## config.mk

```make
export PLATFORM = sky130hd
export DESIGN_NAME = axis_round_robin_arbiter
export DESIGN_NICKNAME = d
export VERILOG_FILES = /design/src/rtl/axis_round_robin_arbiter.sv
export SDC_FILE = /design/constraint.sdc
export NUM_CORES = 1
export LEC_CHECK = 0
export ABC_AREA = 1
export CORE_AREA = 2 2 66 68
export CTS_CLUSTER_DIAMETER = 50
export CTS_CLUSTER_SIZE = 10
export DETAILED_ROUTE_END_ITERATION = 10
export DIE_AREA = 0 0 68 70
export PLACE_DENSITY = 0.7
export SYNTH_ARGS = -nofsm -noshare
export SYNTH_HDL_FRONTEND = slang
export SYNTH_SLANG_ARGS = --single-unit
```

## constraint.sdc

```tcl
create_clock -name clk_i -period 3.15 [get_ports clk_i]
set_clock_uncertainty 0.15 [all_clocks]
set_input_delay 0.7875 -clock clk_i [delete_from_list [all_inputs] [get_ports clk_i]]
set_output_delay 0.7875 -clock clk_i [all_outputs]
set_load 0.005 [all_outputs]
```

## src/rtl/axis_round_robin_arbiter.sv

```systemverilog
// Round-robin grant sequencer for an AXI-Stream N:1 mux; the grant is held per packet or per beat.
// One-hot select is registered one cycle after a request; handover to the next requester happens on the completing edge.
module axis_round_robin_arbiter #(
  parameter int CHANNEL_NUM = 8,
  parameter int PACKET_MODE = 1,
  localparam int IDX_W = $clog2(CHANNEL_NUM)
) (
  input  logic                   clk_i,
  input  logic                   rst_n_i,
  input  logic [CHANNEL_NUM-1:0] en_i,
  input  logic [CHANNEL_NUM-1:0] s_axis_tvalid,
  input  logic                   m_axis_tvalid,
  input  logic                   m_axis_tready,
  input  logic                   m_axis_tlast,
  output logic [CHANNEL_NUM-1:0] sel_o,
  output logic [IDX_W-1:0]       grant_idx_o,
  output logic                   busy_o,
  output logic                   pkt_done_o
);

  typedef enum logic {IDLE, BUSY} state_t;

  state_t                 state, state_nxt;
  logic [CHANNEL_NUM-1:0] req, sel_nxt;
  logic [IDX_W-1:0]       ptr, ptr_nxt, idx_nxt, grant_inc, base, pick_idx;
  logic                   pick_vld, done, done_nxt;

  // First requester at or after b, wrapping past the top channel back to 0.
  function automatic logic [IDX_W:0] rr_pick(input logic [CHANNEL_NUM-1:0] r,
                                             input logic [IDX_W-1:0] b);
    logic             found;
    logic [IDX_W-1:0] idx;
    int               j;
    found = 1'b0;
    idx   = '0;
    for (int i = 0; i < CHANNEL_NUM; i++) begin
      j = int'(b) + i;
      if (j >= CHANNEL_NUM) j = j - CHANNEL_NUM;
      if (!found && r[IDX_W'(j)]) begin
        found = 1'b1;
        idx   = IDX_W'(j);
      end
    end
    return {found, idx};
  endfunction

  assign req       = s_axis_tvalid & en_i;
  assign done      = m_axis_tvalid & m_axis_tready & (m_axis_tlast | (PACKET_MODE == 0));
  assign grant_inc = (grant_idx_o == IDX_W'(CHANNEL_NUM - 1)) ? '0 : grant_idx_o + IDX_W'(1);
  // While busy the search starts just past the current owner, so it ends up lowest priority.
  assign base      = (state == BUSY) ? grant_inc : ptr;
  assign {pick_vld, pick_idx} = rr_pick(req, base);
  assign busy_o    = (state == BUSY);

  always_comb begin
    state_nxt = state;
    sel_nxt   = sel_o;
    idx_nxt   = grant_idx_o;
    ptr_nxt   = ptr;
    done_nxt  = 1'b0;
    case (state)
      IDLE: begin
        if (pick_vld) begin
          state_nxt = BUSY;
          sel_nxt   = CHANNEL_NUM'(1) << pick_idx;
          idx_nxt   = pick_idx;
        end
      end
      BUSY: begin
        if (done) begin
          ptr_nxt  = grant_inc;
          done_nxt = 1'b1;
          if (pick_vld) begin
            sel_nxt = CHANNEL_NUM'(1) << pick_idx;
            idx_nxt = pick_idx;
          end else begin
            state_nxt = IDLE;
            sel_nxt   = '0;
          end
        end
      end
      default: state_nxt = IDLE;
    endcase
  end

  always_ff @(posedge clk_i or negedge rst_n_i) begin
    if (!rst_n_i) begin
      state       <= IDLE;
      sel_o       <= '0;
      grant_idx_o <= '0;
      ptr         <= '0;
      pkt_done_o  <= 1'b0;
    end else begin
      state       <= state_nxt;
      sel_o       <= sel_nxt;
      grant_idx_o <= idx_nxt;
      ptr         <= ptr_nxt;
      pkt_done_o  <= done_nxt;
    end
  end

endmodule
```

---- After elaboration in Yosys (flattened, before gate mapping) ----
Cells that the tools add are included.
word-level totals
  register bits ........................... 16
  bits in latches ......................... 0
  RAM bits ................................ 0
  memory bits (read-only) ................. 0
  input port bits ......................... 21
  word-level logic and storage cells ...... 123
  memories ................................ 0
operators by class
  add/subtract/negate cells ............... 16
  $mul .................................... 0
  divide/modulo/power cells ............... 0
  $lt $le $gt $ge ......................... 16
  eq/ne operators ......................... 3
  shift-type cells ........................ 1
  mux-type cells .......................... 62
  bitwise logic cells ..................... 4
  reductions and logical operators ........ 16
operator list
  cell                                                               count
  two-way mux 3 bit                                                  20
  < comparator 3 x 5 -> 1 bit, second input constant                 8
  greater-or-equal comparator 4 bit, second input constant           7
  two-way mux 1 bit                                                  28
  binary-select mux 1 bit (select 3 bit)                             8
  two-way mux 8 bit                                                  3
  subtractor 3 x 1 -> 3 bit, second input constant                   8
  adder 3 x 3 -> 4 bit, second input constant                        4
  one-hot mux 8 bit (2 select lines)                                 1
  adder 3 x 2 -> 4 bit, second input constant                        2
  AND 8 bit                                                          1
  left shift 1 x 3 -> 8 bit, first input constant                    1
  logical AND 1 bit                                                  7
  zero test 1 bit                                                    7
  one-hot mux 3 bit (2 select lines)                                 1
  adder 3 x 1 -> 4 bit, second input constant                        1
  greater-or-equal comparator 3 x 4 -> 1 bit, second input constant  1
  AND reduction 2 bit                                                2
  adder 3 x 1 -> 3 bit, second input constant                        1
  == test 3 bit, second input constant                               1
  AND 1 bit                                                          2
  inequality test 2 x 1 -> 1 bit, second input constant              1
  inequality test 2 bit, second input constant                       1
  one-hot mux 1 bit (2 select lines)                                 1
  inverter 1 bit                                                     1

---- Longest topological paths before layout ----
  depth in word-level cells ............... 34
  gate-level depth with buffers ........... 24
  depth with buffers taken out ............ 22

---- Worst setup path before layout ----
OpenSTA, ideal clock, no wires.
  path type ............................... register to register
  start ................................... register grant_idx_o[0]
  end ..................................... register sel_o[4]
  arrival ................................. 3062 ps
  setup slack ............................. -178 ps
  cell stages (with the launch flop) ...... 24
  path buffers ............................ 2
  period minus slack after synthesis ...... 3328 ps
  cells stage by stage .................... dfrtp_1 > ha_1 > ha_1 > nor2_1 > nand2_2 > nand2_4 > buf_6 > inv_1 > ha_1 > buf_2 > inv_1 > nand3_1 > nand3_2 > nand2_4 > nor2_8 > nand4_4 > nor2_8 > nand3_2 > nand2_4 > inv_4 > nand2_4 > inv_2 > nand2_1 > nand2_1
on the way
  word-level cells in the longest chain between the ends .. 34
  elaborated cells between the ends (all ways) .. 96
ends and longest elaborated chain
  what                                                           RTL line  source
  start: declaration                                             16        output logic [IDX_W-1:0] grant_idx_o,
  start signal: assignment                                       96        grant_idx_o <= idx_nxt;
  adder 3 x 1 -> 3 bit or == test 3 bit (tied branches)          49        assign grant_inc = (grant_idx_o == IDX_W'(CHANNEL_NUM - 1)) ? '0 : grant_idx_o + IDX_W'(1);
  two-way mux 3 bit (*)                                          49
  two-way mux 3 bit (*)                                          51        assign base = (state == BUSY) ? grant_inc : ptr;
  branches (longest 31 deep; another with adder 3 x 1 -> 4 bit)  n/a
  end signal: assignment                                         95        sel_o <= sel_nxt;
  end: declaration                                               15        output logic [CHANNEL_NUM-1:0] sel_o,
Mark *: on every way between the ends. The select of a mux whose other input is x is not followed.
A chain may end at the register's enable or synchronous reset.

---- Final worst setup path ----
  start ................................... register grant_idx_o[1]
  end ..................................... register sel_o[4]
The elaborated chain is that of the path after synthesis.

==> run summary <==
First-pass GRT wire length: 8431 µm
1st-pass router iterations: 4
Final Max Slew Viols: 0
Row count: 24
FF-to-FF setup slack: 0.17 ns
FILL cells: 394
Layout cells sized above 1: 0.2384
Initial core utilization: 0.4472
Clk sink count: 16
Fmax: 336.1 MHz
Area Overhead vs Synth: 32.61%
Final Critical Period: 2.975 ns
Status: complete, no violations
FF-to-FF Start: grant_idx_o[1]
Total congestion overflow: 0
Reg2reg end: sel_o[4]
Final setup fails: 0
R2r worst-path depth: 22
Routed vias/inst: 5.283
CTS H-tree lvls: 1
Synthesized area: 1853 µm²
Setup_tns: 0 ns
Crit start category: flip-flop
Critical path class: flip-flop to flip-flop
Number of port buffers: 33
Mean Syn Cell Area: 6.714 µm²
I/O pin count: 34
Final number of hold-violating endpoints: 0
Die X: 68 µm
Arr. time, crit path: 2.97 ns
Clock transition at path regs: 0.06 ns
CP endpoint kind: flip-flop
Count of different cell masters after synthesis: 31
Number of flops mapped to enable cells by yosys: 0
Syn Nets: 301
N_diodes: 0
CTS tree: done
Slew @ Worst Pin: 0.7047 ns
Initial antenna violation count: 0
Hpwl dp: 3781 µm
Class of the tightest hold or removal check: flip-flop to flip-flop
Multi-input logic area: 1365 µm²
Top_reg_cell synth: dfrtp_1
Gpl congestion: 0.8552
Die area: 4760 µm²
Final Net Count: 349
Num CTS Buffers: 3
Vias in the first global route: 1948
WL per Instance: 12.71 µm
Worst slew margin relative to its limit: 0.5288
Placed cell area: 2298 µm²
Vias: 1981
Final WL: 4765 µm
Max Root-Sink Buffers: 2
Post-synthesis sequential area ratio: 0.2161
Yosys warns: 0
Synth Instances: 276
Register area: 400.4 µm²
Critical path startpoint: grant_idx_o[1]
Clock root cell: clkbuf_8
Hold path cells: 2
Global Route Usage Sum: 0.2231
Clock latency at the later pin of the worst-skew pair: 0.25 ns
Critical Path RT: 3.15 ns
Core footprint: 4144 µm²
Yosys reg bits: 16
Finished layout cell area: 2457 µm²
Post-route antenna net violation count: 0
RSZ-0062 raised after global routing: yes
Die H: 70 µm
Crit share post-route: 0.9446
Worst Setup EP: sel_o[4]
Synth async-reset ratio: 1.000
Drt drc: 0
Largest net degree at the start of global routing: 17
Max Cap Viol: 0
Initial drt markers: 152
Critical-path maximum fanout: 6
-- routing by layer --
layer / track usage / wire, µm / vias to the layer above
met5: 0 / 0 / -
met4: 0.08667 / 151 / 0
met3: 0.01932 / 204 / 17
met2: 0.3797 / 2371 / 62
met1: 0.2848 / 2037 / 896
li1: - / - / 1006
-- cell usage after synthesis, types with 2 or more instances --
master   count  share of area
nand2_4      8          0.049
buf_2        2         0.0054
nor2_2       2         0.0068
o21ai_2      3          0.014
inv_2        7          0.014
inv_1       21          0.043
nand3_1     59           0.16
dfrtp_1     16           0.22
nand2_1     81           0.16
ha_1         4          0.027
o21ai_1      4          0.011
nor2_8       3          0.032
nand3_2     11          0.059
nor2_1      23          0.047
nor3_1       2         0.0054
nand2_2      4          0.014
buf_6        4          0.024
nand4_1      9          0.030
-- flip-flops by register name (all words and copies together), names as in the netlist --
name,flops
grant_idx_o,3
busy_o,1
sel_o,8
pkt_done_o,1
ptr,3
-- critical path: stages, from the launching register on --
cell and delay (ns):
dfrtp_1 0.40, ha_2 0.20, ha_4 0.17, nor2_4 0.08, nand2_2 0.07, nand2_4 0.10
inv_4 0.04, ha_4 0.31, inv_6 0.06, nand3_2 0.09, nand3_2 0.08, nand2_4 0.13
inv_2 0.04, nand4_1 0.13, nor2_1 0.07, nor2_1 0.14, nand2_1 0.08, nor2_2 0.12
nand3_2 0.14, nand2_4 0.11, inv_2 0.04, nand2_1 0.06, nand2_1 0.05
-- logic make-up after synthesis --
| logic type | count (synthesis) | share of synthesized area |
|---|---|---|
| compound gates | 10 | 0.03511 |
| xor+xnor | 4 | 0.02702 |
| fa+ha+maj | 4 | 0.02701 |
| buf+inv | 35 | 0.08981 |
| flops | 16 | 0.2161 |
| simple gates | 207 | 0.6050 |
-- layout make-up --
cell class | instances | share of cell area
well taps | 52 | 0.02648
inverters | 29 | 0.04939
clock buffers | 4 | 0.02240
repair buffers | 49 | 0.1833
multi-input cells | 225 | 0.5555
flip-flops and latches | 16 | 0.1629
-- through the flow --
step	std cells	setup slack (ns)	util	hold WS (ns)
after floorplan	276	0.04588	-	0.3224
after global placement	365	0.1454	0.5547	0.3165
after detailed placement	365	0.08127	0.5547	0.3150
after CTS	369	0.06541	0.5679	0.3411
after global routing	375	-0.09284	0.5930	0.3664
final	375	0.1746	0.5930	0.3334
-- worst min-delay path by stage --
stage / startpoint / endpoint / slack [ns]
5_1_grt: sel_o[7] / sel_o[7] / 0.37
3_3_place_gp: sel_o[0] / sel_o[0] / 0.32
2_1_floorplan: sel_o[4] / sel_o[4] / 0.32
4_1_cts: sel_o[1] / sel_o[1] / 0.34
3_5_place_dp: sel_o[1] / sel_o[1] / 0.32
6_report: sel_o[5] / sel_o[5] / 0.33
-- layout by cell type, fill, tap and decap left out, types with 4 or more instances in the layout --
| master | synthesis | routed |
|---|---|---|
| inv_2 | 7 | 8 |
| clkdlybuf4s50_1 | 0 | 33 |
| buf_4 | 0 | 16 |
| o21ai_1 | 4 | 4 |
| nor2_1 | 23 | 20 |
| nand3_1 | 59 | 58 |
| clkbuf_8 | 0 | 4 |
| nand2_2 | 4 | 4 |
| nand3_2 | 11 | 10 |
| nand2_1 | 81 | 81 |
| inv_1 | 21 | 18 |
| nand4_1 | 9 | 9 |
| nand2_4 | 8 | 8 |
| dfrtp_1 | 16 | 16 |
-- what timing repair did --
item	CTS	global route
gates resized for setup	0	12
setup buffers	0	6
hold endpoints to repair	0	0
setup endpoints to repair	0	10
hold buffers	0	0
Power is not shown: default switching activity piles up to over one toggle a cycle in this logic, so the estimate is an artifact.
